$ cat src/rtl/key_judge.sv
// Piano-tiles per-beat hit judge: synchronises beat clock, keys and running,
// judges key edges inside each beat window and tracks misses, lives and game over.

module key_judge_sync (
   input  logic clk,
   input  logic rst_n,
   input  logic d,
   output logic lvl,
   output logic prv
);
   logic meta;

   // two flops for metastability, third flop holds the previous level for edge detect
   always_ff @(posedge clk or negedge rst_n) begin
      if (!rst_n) begin
         meta <= 1'b0;
         lvl  <= 1'b0;
         prv  <= 1'b0;
      end else begin
         meta <= d;
         lvl  <= meta;
         prv  <= lvl;
      end
   end
endmodule

module key_judge #(
   parameter int LIVES         = 3,
   parameter bit MISS_ON_EMPTY = 1'b1
) (
   input  logic       CLOCK_50,
   input  logic       resetn,
   input  logic       running,
   input  logic       game_clock,
   input  logic [3:0] press_raw,
   input  logic       tile_valid,
   input  logic [1:0] expected_lane,
   output logic       correct_key_pressed,
   output logic       miss_pulse,
   output logic [1:0] lives_left,
   output logic       game_over
);
   localparam logic [1:0] LIVES_INIT = 2'(LIVES);

   typedef enum logic [2:0] {IDLE, WAIT, WINDOW, HIT, FAIL, OVER} state_t;
   state_t state, next_state;

   logic       run_lvl, run_prv, gc_lvl, gc_prv;
   logic [3:0] key_lvl, key_prv, key_rise;
   logic       run_rise, gc_rise, gc_fall;
   logic       key_any, key_hit, key_bad, beat_start, fail_entry;
   logic       tile_q, ckp_q, miss_q;
   logic [1:0] lane_q, lives_q;

   key_judge_sync u_run_sync (.clk(CLOCK_50), .rst_n(resetn), .d(running),
                              .lvl(run_lvl), .prv(run_prv));
   key_judge_sync u_gc_sync  (.clk(CLOCK_50), .rst_n(resetn), .d(game_clock),
                              .lvl(gc_lvl), .prv(gc_prv));

   generate
      for (genvar i = 0; i < 4; i++) begin : g_key
         key_judge_sync u_key_sync (.clk(CLOCK_50), .rst_n(resetn), .d(press_raw[i]),
                                    .lvl(key_lvl[i]), .prv(key_prv[i]));
      end
   endgenerate

   assign run_rise = run_lvl & ~run_prv;
   assign gc_rise  = gc_lvl & ~gc_prv;
   assign gc_fall  = ~gc_lvl & gc_prv;
   assign key_rise = key_lvl & ~key_prv;
   assign key_any  = |key_rise;
   // a hit needs exactly one rising lane, and it must be the tile's lane
   assign key_hit  = tile_q && (key_rise == (4'd1 << lane_q));
   assign key_bad  = key_any && !key_hit && (tile_q || MISS_ON_EMPTY);

   always_ff @(posedge CLOCK_50 or negedge resetn) begin
      if (!resetn) state <= IDLE;
      else         state <= next_state;
   end

   always_comb begin
      next_state = state;
      if (!run_lvl) begin
         next_state = IDLE;
      end else begin
         case (state)
            IDLE:   if (run_rise) next_state = WAIT;
            WAIT:   if (gc_rise)  next_state = WINDOW;
            WINDOW: begin
               // window close wins over a key edge arriving in the same cycle
               if (gc_fall)      next_state = tile_q ? FAIL : WAIT;
               else if (key_hit) next_state = HIT;
               else if (key_bad) next_state = FAIL;
            end
            HIT:    if (!gc_lvl) next_state = WAIT;
            FAIL: begin
               if (lives_q == 2'd0) next_state = OVER;
               else if (!gc_lvl)    next_state = WAIT;
            end
            OVER:   next_state = OVER;
            default: next_state = IDLE;
         endcase
      end
   end

   assign beat_start = (state == WAIT) && (next_state == WINDOW);
   assign fail_entry = (state != FAIL) && (next_state == FAIL);

   always_ff @(posedge CLOCK_50 or negedge resetn) begin
      if (!resetn) begin
         tile_q  <= 1'b0;
         lane_q  <= 2'd0;
         ckp_q   <= 1'b0;
         miss_q  <= 1'b0;
         lives_q <= LIVES_INIT;
      end else begin
         miss_q <= fail_entry;
         if (beat_start) begin
            tile_q <= tile_valid;
            lane_q <= expected_lane;
         end
         if (next_state == IDLE)
            lives_q <= LIVES_INIT;
         else if (fail_entry && lives_q != 2'd0)
            lives_q <= lives_q - 2'd1;
         // credit holds through the low phase so the score counter sees it at the fall
         if (next_state == IDLE || next_state == OVER || beat_start)
            ckp_q <= 1'b0;
         else if (state == WINDOW && next_state == HIT)
            ckp_q <= 1'b1;
      end
   end

   always_comb begin
      correct_key_pressed = ckp_q;
      miss_pulse          = miss_q;
      lives_left          = lives_q;
      game_over           = (state == OVER);
   end
endmodule

$ cat config.mk
export PLATFORM = sky130hd
export DESIGN_NAME = key_judge
export DESIGN_NICKNAME = d
export VERILOG_FILES = /design/src/rtl/key_judge.sv
export SDC_FILE = /design/constraint.sdc
export NUM_CORES = 1
export LEC_CHECK = 0
export ABC_AREA = 1
export CORE_ASPECT_RATIO = 0.75
export CORE_MARGIN = 3
export CORE_UTILIZATION = 35
export CTS_CLUSTER_DIAMETER = 40
export DETAILED_ROUTE_END_ITERATION = 8
export DONT_BUFFER_PORTS = 1
export PLACE_DENSITY = 0.53
export SYNTH_ARGS = -nofsm -noshare
export SYNTH_HDL_FRONTEND = slang
export SYNTH_HIERARCHICAL = 1
export SYNTH_SLANG_ARGS = --single-unit
export TNS_END_PERCENT = 5
$ cat constraint.sdc
create_clock -name CLOCK_50 -period 1.87 [get_ports CLOCK_50]
set_input_delay 0.0935 -clock CLOCK_50 [delete_from_list [all_inputs] [get_ports CLOCK_50]]
set_output_delay 0.0935 -clock CLOCK_50 [all_outputs]
set_load 0.05 [all_outputs]
After elaboration in Yosys (flattened, before gate mapping)
Index checks and enable logic that the tools add are counted.
W data, S select, Z words.

cells by class
  reduce and logical (&&, ||, !) cells = 16
  equal/unequal tests = 11
  mux-type cells = 14
  shift-type cells = 1
  $add $sub $neg = 1
  bitwise operators = 8

operators by type and width
  cell                   count
  $mux W3                9
  $pmux W3 S6            1
  $eq A3 B2 Y1 const B   4
  $eq A3 B3 Y1 const B   4
  $logic_and A1 B1 Y1    6
  $logic_not A3 Y1       2
  $reduce_bool A2 Y1     3
  $and A4 B4 Y4          1
  $eq A4 B4 Y1           1
  $mux W2                2
  $not A4 Y4             1
  $reduce_or A4 Y1       1
  $shl A1 B2 Y4 const A  1
  $and A1 B1 Y1          3
  $eq A3 B1 Y1 const B   1
  $ne A3 B3 Y1 const B   1
  $not A1 Y1             3
  $logic_not A2 Y1       1
  $logic_or A1 B1 Y1     2
  $mux W1                2
  $sub A2 B1 Y2 const B  1
  $logic_not A1 Y1       1

storage, ports and cells
  register bits after elaboration = 28
  input port bits = 11
  logic and storage cells = 75

Logic depth before layout (Yosys ltp)
Gate-level depths: netlist of the first run.

  depth in word-level cells = 16
  mapped depth = 15

Modules after synthesis
Netlist of the first run, hierarchy kept.

by module, submodules not included
  module          instances  sequential area each (µm²)  cells each  area an instance (µm²)
  key_judge       1          252.7                       127         814.5
  key_judge_sync  6          75.1                        3           75.1

Worst setup path before layout of the first run
OpenSTA, ideal clock, no wires.

  kind = register to register
  from = register lives_q[0] (netlist: lives_left[0])
  to = register lives_q[0] (netlist: lives_left[0])
  stages on the path, launching flop included = 13
  library setup time = 83 ps
  clock period less this slack = 1,856 ps
  setup slack = 14 ps
  arrival = 1,773 ps
  required time = 1,787 ps
  buffers on the path = 0
  cell sequence = dfstp_2 -> inv_1 -> ha_1 -> o21ai_1 -> nand2_1 -> nor3_2 -> nand2_2 -> nand2_4 -> nand2_1 -> nor2_1 -> nand3_1 -> nand2_1 -> nand3_1

between the ends
  word-level cells in the longest chain between the ends = 8
  elaborated cells between the ends (all ways) = 13
  classes of those cells = add/sub: 1; eq/ne: 1; mux: 5; reduce/logical: 6

RTL lines
  element                              RTL line  text
  start, declared                      53        logic [1:0] lane_q, lives_q;
  start signal, assigned               125       lives_q <= lives_q - 2'd1;
  $logic_not A2 Y1                     97        if (lives_q == 2'd0) next_state = OVER;
  $mux W3                              97
  $pmux W3 S6                          86        case (state)
  $mux W3                              83        if (!run_lvl) begin
  $eq A3 B3 Y1                         107       assign fail_entry = (state != FAIL) && (next_state == FAIL);
  $logic_and A1 B1 Y1                  107
  $logic_and A1 B1 Y1                  124       else if (fail_entry && lives_q != 2'd0)
  $reduce_bool A2 Y1 (no source line)  n/a

Parallel ways exist; a longest one is shown, timed or not. The select of a mux whose other input is x is not followed.
A chain may end at the register's enable or synchronous reset.

Final worst setup path of the first run
  from = register lives_q[0] (netlist: lives_left[0])
  to = register lives_q[1] (netlist: lives_left[1])

between the ends
  word-level cells in the longest chain between the ends = 8
  elaborated cells between the ends (all ways) = 13
  classes of those cells = add/sub: 1; eq/ne: 1; mux: 5; reduce/logical: 6

RTL lines
  element                              RTL line  text
  $logic_not A2 Y1                     97
  $mux W3                              97
  $pmux W3 S6                          86
  $mux W3                              83
  $eq A3 B3 Y1                         107
  $logic_and A1 B1 Y1                  107
  named net fail_entry                 51        logic key_any, key_hit, key_bad, beat_start, fail_entry;
  $logic_and A1 B1 Y1                  124
  $reduce_bool A2 Y1 (no source line)  n/a

The timed path passes the listed nets, and every way through them passes these cells. The select of a mux whose other input is x is not followed.

==> results of run 1 <==
==> where the power goes <==
group | total [W] | switching [W] | internal, W
registers | 0.000671 | 0.0000330 | 0.000638
logic | 0.000150 | 0.0000873 | 0.0000627
clock network | 0.000470 | 0.000184 | 0.000287
total | 0.00129 | 0.000304 | 0.000988
==> per-layer routing <==
metal | track usage | part of all wire | up-vias
met3 | 0.0295 | 0.037 | 5
met2 | 0.198 | 0.46 | 12
met1 | 0.168 | 0.49 | 423
met5 | 0 | 0 | -
met4 | 0.0574 | 0.019 | 0
li1 | - | - | 484
==> worst min path at each step <==
stage / from / endpoint / depth (start not counted)
6_report: resetn / state[2] / 2
5_1_grt: resetn / state[2] / 2
4_1_cts: resetn / state[2] / 2
3_5_place_dp: resetn / state[2] / 0
3_3_place_gp: resetn / state[2] / 0
2_1_floorplan: resetn / correct_key_pressed / 0
==> layout make-up <==
type	instances	area share
clock buffers	3	0.0269
repair buffers	14	0.0928
multi-input cells	90	0.301
clock inverters	1	0.0195
flip-flops and latches	28	0.458
inverters	27	0.0692
well taps	40	0.0326
==> flip-flops by register name, indices dropped and copies added (netlist names) <==
name,count
correct_key_pressed,1
g_key.u_key_sync/lvl,4
g_key.u_key_sync/meta,4
g_key.u_key_sync/prv,4
lane_q,2
lives_left,2
miss_pulse,1
state,3
tile_q,1
u_gc_sync/lvl,1
u_gc_sync/meta,1
u_gc_sync/prv,1
u_run_sync/lvl,1
u_run_sync/meta,1
u_run_sync/prv,1
==> metrics by stage <==
| stage | instances | utilization |
|---|---|---|
| 6_report | 203 | 0.455 |
| 2_1_floorplan | 145 | - |
| 3_3_place_gp | 188 | 0.396 |
| 4_1_cts | 203 | 0.453 |
| 5_1_grt | 203 | 0.455 |
| 3_5_place_dp | 188 | 0.396 |
==> synth_stat cells <==
cell,count,area (sq um)
sky130_fd_sc_hd__dfrtp_1,26,651
sky130_fd_sc_hd__nand3_4,1,17.5
sky130_fd_sc_hd__inv_1,22,82.6
sky130_fd_sc_hd__ha_1,1,12.5
sky130_fd_sc_hd__a31oi_1,1,6.26
sky130_fd_sc_hd__a21boi_2,1,11.3
sky130_fd_sc_hd__nand2_2,3,18.8
sky130_fd_sc_hd__nand2_1,36,135
sky130_fd_sc_hd__clkinv_4,1,8.76
sky130_fd_sc_hd__nor2_1,17,63.8
sky130_fd_sc_hd__nand3_1,13,65.1
sky130_fd_sc_hd__nor2_2,1,6.26
sky130_fd_sc_hd__nand2_4,1,11.3
sky130_fd_sc_hd__o21ai_1,3,15.0
sky130_fd_sc_hd__nor3_1,1,5.00
sky130_fd_sc_hd__a21oi_1,4,20.0
sky130_fd_sc_hd__nor2_4,1,11.3
sky130_fd_sc_hd__dfstp_2,2,52.6
sky130_fd_sc_hd__inv_2,4,15.0
sky130_fd_sc_hd__nor3_2,3,30.0
sky130_fd_sc_hd__nand3_2,2,20.0
sky130_fd_sc_hd__nand4_1,1,6.26
==> timing repair <==
action / CTS / global route
setup endpoints to repair: 0 / 3
endpoints found under the hold margin: 37 / 0
hold buffers: 11 / 0
gates resized for setup: 0 / 2
==> cells by family after synthesis <==
group	Yosys count
flops	28
compound gates	9
fa+ha+maj	1
buf+inv	27
simple gates	80
==> metrics.txt, run 1 <==
area occupied by multi-input gates between 400 and 500 sq um; count of different cell masters after synthesis 22; TritonCTS buffer count 3; Tmin final 1730 ps; number of DRC violations after detailed routing 0; CP bufs+invs 1; final design area excluding fillers 1540 sq um; Setup Crit Path Kind flip-flop to flip-flop; pin slew with the least headroom to its limit 496 ps; commonest non-fill, non-tap cell in the layout sky130_fd_sc_hd__nand2_1; average wire per cell in the routed design between 10 and 15 um; kind of launch point of the worst setup path flip-flop; critical path depth 11; post-synthesis share of cell area spent on and, or, nand and nor gates 0.309; instance area after placement about 1300 sq um; global-route total usage across every layer 0.127; total overflow reported by the global router 0; later-pin clock latency in the skew report between 200 and 300 ps; flip-flop and latch count after synthesis 28; initial cell density of the core 0.374; TritonCTS clock tree done; most frequent cells in the layout sky130_fd_sc_hd__nand2_1 (36), sky130_fd_sc_hd__dfrtp_1 (26), sky130_fd_sc_hd__inv_1 (22); HPWL reported at the end of detailed placement about 1.8 mm; Post-layout nets 176; placeable core area 3380 sq um; Mapped Nets 157; delay of the slowest cell on the worst path 540 ps; total power between 0.001 and 0.0015 W; Hold/Removal Path Class primary input to async pin; wire length of the first global-routing pass ~4.2 mm; post-place setup slack roughly 120 ps; capturing point of the worst reg2reg path lives_left[1]; maximum number of pins on one net before global-route repair 29; clock edge transition at the registers on the reported setup and hold paths ~90 ps; Total Neg Setup Slack 0 ps; area fraction in compound gates after synthesis 0.0415; Max Freq approximately 0.58 GHz; gate count after technology mapping roughly 150; antenna violations before repair 0; number of pins with negative max-slew slack in the final report 0; Antenna Nets Post-Route 0; Worst IR Drop VDD slightly above 0.6 mV; Critical path origin lives_left[0]; reg-to-reg critical path startpoint lives_left[0]; top-level port count 16; slack of the worst reg-to-reg path 140 ps; static leakage 0.825 nW; Clock H-tree levels 1; unrepaired setup endpoints after global routing true; power density relative to cell area 841 nW/um^2; Clock Skew 6.32 ps; post-synthesis share of cell area spent on xor and xnor gates 0; count of max-cap constraint violations 0; critical-path maximum fanout 5; via count of the first global-routing pass between 900 and 1k; kind of cell adding the most delay to the critical path simple AND/OR/NAND/NOR gates; number of endpoints with negative hold slack in the final report 0; total of endpoints with negative setup slack in the final report 0; worst setup margin roughly 140 ps; Root Buffer Master sky130_fd_sc_hd__clkbuf_8; worst setup path endpoint lives_left[1]; CP Cell Sequence inv_1, ha_2, o21ai_1, nand2_1, nor3_2, nand2_2, nand2_4, nand3_2, nor2_4, nand3_1, nand3_1; final critical-path share of the clock period 0.923; wire length after detailed routing roughly 2.3 mm; YS warnings 6; Filler Cell Count roughly 330; share of post-route cells with drive strength above 1 0.184; die height between 50 and 60 um; post-synthesis mux area share 0; Antenna diodes 0; combinational family with the most area after synthesis simple AND/OR/NAND/NOR gates; count of standard-cell rows 18; CTS sink count 28; FF+latch area around 700 sq um; DR vias/cell between 4 and 5; CP arrival 1940 ps; Post-Synth Adder-Cell Area 0.00989; most frequent cell on the critical path sky130_fd_sc_hd__nand3_1; number of buffer cells added on primary ports 0; 1st-iter DRT viols 51; routability cong. approximately 0.86; number of iterations in the first detailed-routing pass 4; Area growth, synth to finish 21.5%; Max stage delay cell, worst path sky130_fd_sc_hd__dfstp_2; crit path capture type flip-flop; result of the run completed; number of buffers on the longest clock path 2; worst hold margin around 230 ps; Die Width between 70 and 80 um; remaining max-slew budget at the tightest pin 0.669; number of buffers added for setup after CTS 0; routed vias approximately 920; depth of the worst register-to-register path 11; CP Data Required Time between 2000 and 2500 ps; Die Footprint about 4400 sq um; Syn Std Cell Area about 1300 sq um; Synth Area per Inst around 8.7 sq um; sequential fraction of the synthesis area 0.556
Power figures use the tool's default switching activity.
==> run 2, diff against run 1 <==
SKIP_CTS_REPAIR_TIMING = 1   (was default)
SYNTH_HIERARCHICAL = default   (was 1)
==> run 2 against run 1 <==
Net effect:
- critical endpoint is now lives_left[0]
- sequential share of layout area is 0.83 points lower
- count of clock-buffer cells in the layout unchanged
- setup slack got worse by 75 ps
- global-route usage is 1.0 points lower
==> metrics.txt, run 2 <==
result of the run completed; routed vias 960 (+3.9%); Die Footprint 4300 sq um (-1.9%); placeable core area 3330 sq um (-1.3%); count of different cell masters after synthesis 18 (-18%); number of endpoints with negative hold slack in the final report 0 (unchanged); TritonCTS clock tree done; final critical-path share of the clock period 0.963 (+0.0400); number of buffers on the longest clock path 2 (unchanged); global-route total usage across every layer 0.117 (-0.0103); TritonCTS buffer count 3 (unchanged); Worst IR Drop VDD 0.512 mV (-17%); commonest non-fill, non-tap cell in the layout sky130_fd_sc_hd__nand2_1; number of iterations in the first detailed-routing pass 4 (unchanged); count of max-cap constraint violations 0 (unchanged); Synth Area per Inst 8.48 sq um (-2.7%); Syn Std Cell Area 1240 sq um (-2.1%); die height 57.5 um (-0.94%); top-level port count 16 (unchanged); Antenna diodes 0 (unchanged); Cell Count Post-Placement 189 (+0.53%); average wire per cell in the routed design 11.6 um (+1.8%); post-synthesis async set-or-reset flop share 1.00 (unchanged); Area growth, synth to finish 26.6%; HPWL reported at the end of detailed placement 1.58 mm (-9.9%); Mapped Nets 158 (+0.64%); crit path capture type flip-flop; wire length of the first global-routing pass 3.73 mm (-12%); remaining max-slew budget at the tightest pin 0.703 (+0.0335); Antenna Nets Post-Route 0 (unchanged); power density relative to cell area 831 nW/um^2 (-1.1%); registers with the most flip-flops g_key.u_key_sync.lvl (4), g_key.u_key_sync.meta (4), g_key.u_key_sync.prv (4); most frequent cells after synthesis sky130_fd_sc_hd__nand2_1 (36), sky130_fd_sc_hd__inv_1 (27), sky130_fd_sc_hd__dfrtp_1 (26); maximum number of pins on one net before global-route repair 29 (unchanged); routability cong. 0.850 (-1.3%); delay of the slowest cell on the worst path 550 ps (about the same); later-pin clock latency in the skew report 280 ps (about the same); number of buffer cells added on primary ports 0 (unchanged); YS warnings 0 (-6); Die Width 74.7 um (-0.96%); 1st-iter DRT viols 51 (unchanged); initial cell density of the core 0.372 (-0.00282); Clock H-tree levels 1 (unchanged); primary flip-flop cell chosen by synthesis mapping sky130_fd_sc_hd__dfrtp_1; Finished Core Util 0.470 (+0.0155); cell type with the largest total area after synthesis sky130_fd_sc_hd__dfrtp_1; Setup Crit Path Kind flip-flop to flip-flop; CTS sink count 28 (unchanged); Total Neg Setup Slack 0 ps (unchanged); clock edge transition at the registers on the reported setup and hold paths 100 ps (about the same); share of post-route cells with drive strength above 1 0.226 (+0.0421); CP Data Required Time 2080 ps (about the same); kind of launch point of the worst setup path flip-flop; Root Buffer Master sky130_fd_sc_hd__clkbuf_8; number of synthesized flops with an enable pin 0 (unchanged); Max stage delay cell, worst path sky130_fd_sc_hd__dfstp_2; total of endpoints with negative setup slack in the final report 0 (unchanged); wire length after detailed routing 2.42 mm (+4.3%); fin cells 208 (+2.5%); Hold/Removal Path Class primary input to async pin; pin slew with the least headroom to its limit 446 ps (-49.9 ps); static leakage 0.827 nW (+0.20%); Clock Skew 12.2 ps (+5.88 ps); gate count after technology mapping 146 (+0.69%); most repeated cell in the gate-level netlist after synthesis sky130_fd_sc_hd__nand2_1; sequential fraction of the synthesis area 0.568 (+0.0118); dominant cells by area after synthesis sky130_fd_sc_hd__dfrtp_1 (53%), sky130_fd_sc_hd__nand2_1 (11%), sky130_fd_sc_hd__inv_1 (8.2%); number of DRC violations after detailed routing 0 (unchanged); Post-layout nets 181 (+2.8%); DR vias/cell 4.62 (+1.4%); CP Cell Sequence inv_1, ha_2, inv_2, a21oi_2, nor3_2, nand2_1, nand2_2, nand2_2, nor2_2, nand3_2, nand2_1, nand3_2; critical-path maximum fanout 5 (unchanged); flip-flop and latch count after synthesis 28 (unchanged); antenna violations before repair 0 (unchanged); top-area cell type share of the netlist area 0.525 (+0.0109); Tmin final 1800 ps (+74.9 ps); most frequent cells in the layout sky130_fd_sc_hd__nand2_1 (35), sky130_fd_sc_hd__inv_1 (25), sky130_fd_sc_hd__dfrtp_1 (25); via count of the first global-routing pass 807 (-14%); total overflow reported by the global router 0 (unchanged); Max Freq 0.555 GHz (-4.2%); CP arrival 2010 ps (+70 ps); number of pins with negative max-slew slack in the final report 0 (unchanged); unrepaired setup endpoints after global routing true; count of standard-cell rows 18 (unchanged)
-- run 2: cell types whose count changed in the layout (fill, tap and decap cells not counted), sizes merged, moves of 3 or more --
cell   previous run  this run
nand3            16        13
inv              26        29
buf               4         8
o21ai             3         6
-- run 2: kinds of logic after synthesis --
group / count (synthesis) / share of synthesized area
simple gates: 77 / 0.286
compound gates: 11 / 0.0485
fa+ha+maj: 1 / 0.0101
flops: 28 / 0.568
buf+inv: 29 / 0.0879
-- run 2: path summary, 6_finish.rpt --
kind,from,to,slack (ps),depth (start not counted)
setup / recovery,lives_left[1],lives_left[0],70,12
hold / removal,resetn,tile_q,230,2
setup reg to reg,lives_left[1],lives_left[0],70,12
hold reg to reg,g_key[2].u_key_sync.meta,g_key[2].u_key_sync.lvl,350,0
max in group asynchronous,resetn,lives_left[0],1380,2
min in group CLOCK_50,g_key[2].u_key_sync.meta,g_key[2].u_key_sync.lvl,350,0
-- run 2: power by group --
part	internal, W	switching [W]	leakage [nW]
Combinational	0.0000665	0.0000935	0.463
Sequential	0.000639	0.0000285	0.328
Clock	0.000287	0.000189	0.0357
-- run 2: layout make-up --
cell class / instances / area, sq um
Inverter: 29 / 109
Clock buffer: 3 / 41.3
Timing Repair Buffer: 18 / 173
Tap cell: 40 / 50.0
Clock inverter: 1 / 30.0
Fill cell: 315 / 1770
Multi-Input combinational cell: 89 / 460
Sequential cell: 28 / 704
-- run 2: worst max-delay path: cells and delay by family, from the launching register on --
family / cells / cell delay (ps)
compound gates: 1 / 70
fa+ha+maj: 1 / 180
buf+inv: 2 / 130
flops: 1 / 550
simple gates: 8 / 800
-- run 2: routing by layer --
layer | GRT usage | wire length (um)
met2 | 0.156 | 1130
met3 | 0.0387 | 96
met5 | 0 | 0
met1 | 0.170 | 1150
met4 | 0.0533 | 47
-- run 2: stage by stage --
stage | setup slack (ps) | hold slack, ps | instance area, sq um | total power [W]
floorplan | 6.57 | -202 | 1240 | 0.000766
global placement | 137 | -201 | 1310 | 0.000787
detailed placement | 90.0 | -202 | 1310 | 0.000789
CTS | 72.2 | -518 | 1380 | 0.00127
global route | -64.3 | 265 | 1570 | 0.00137
finish | 69.3 | 235 | 1570 | 0.00130
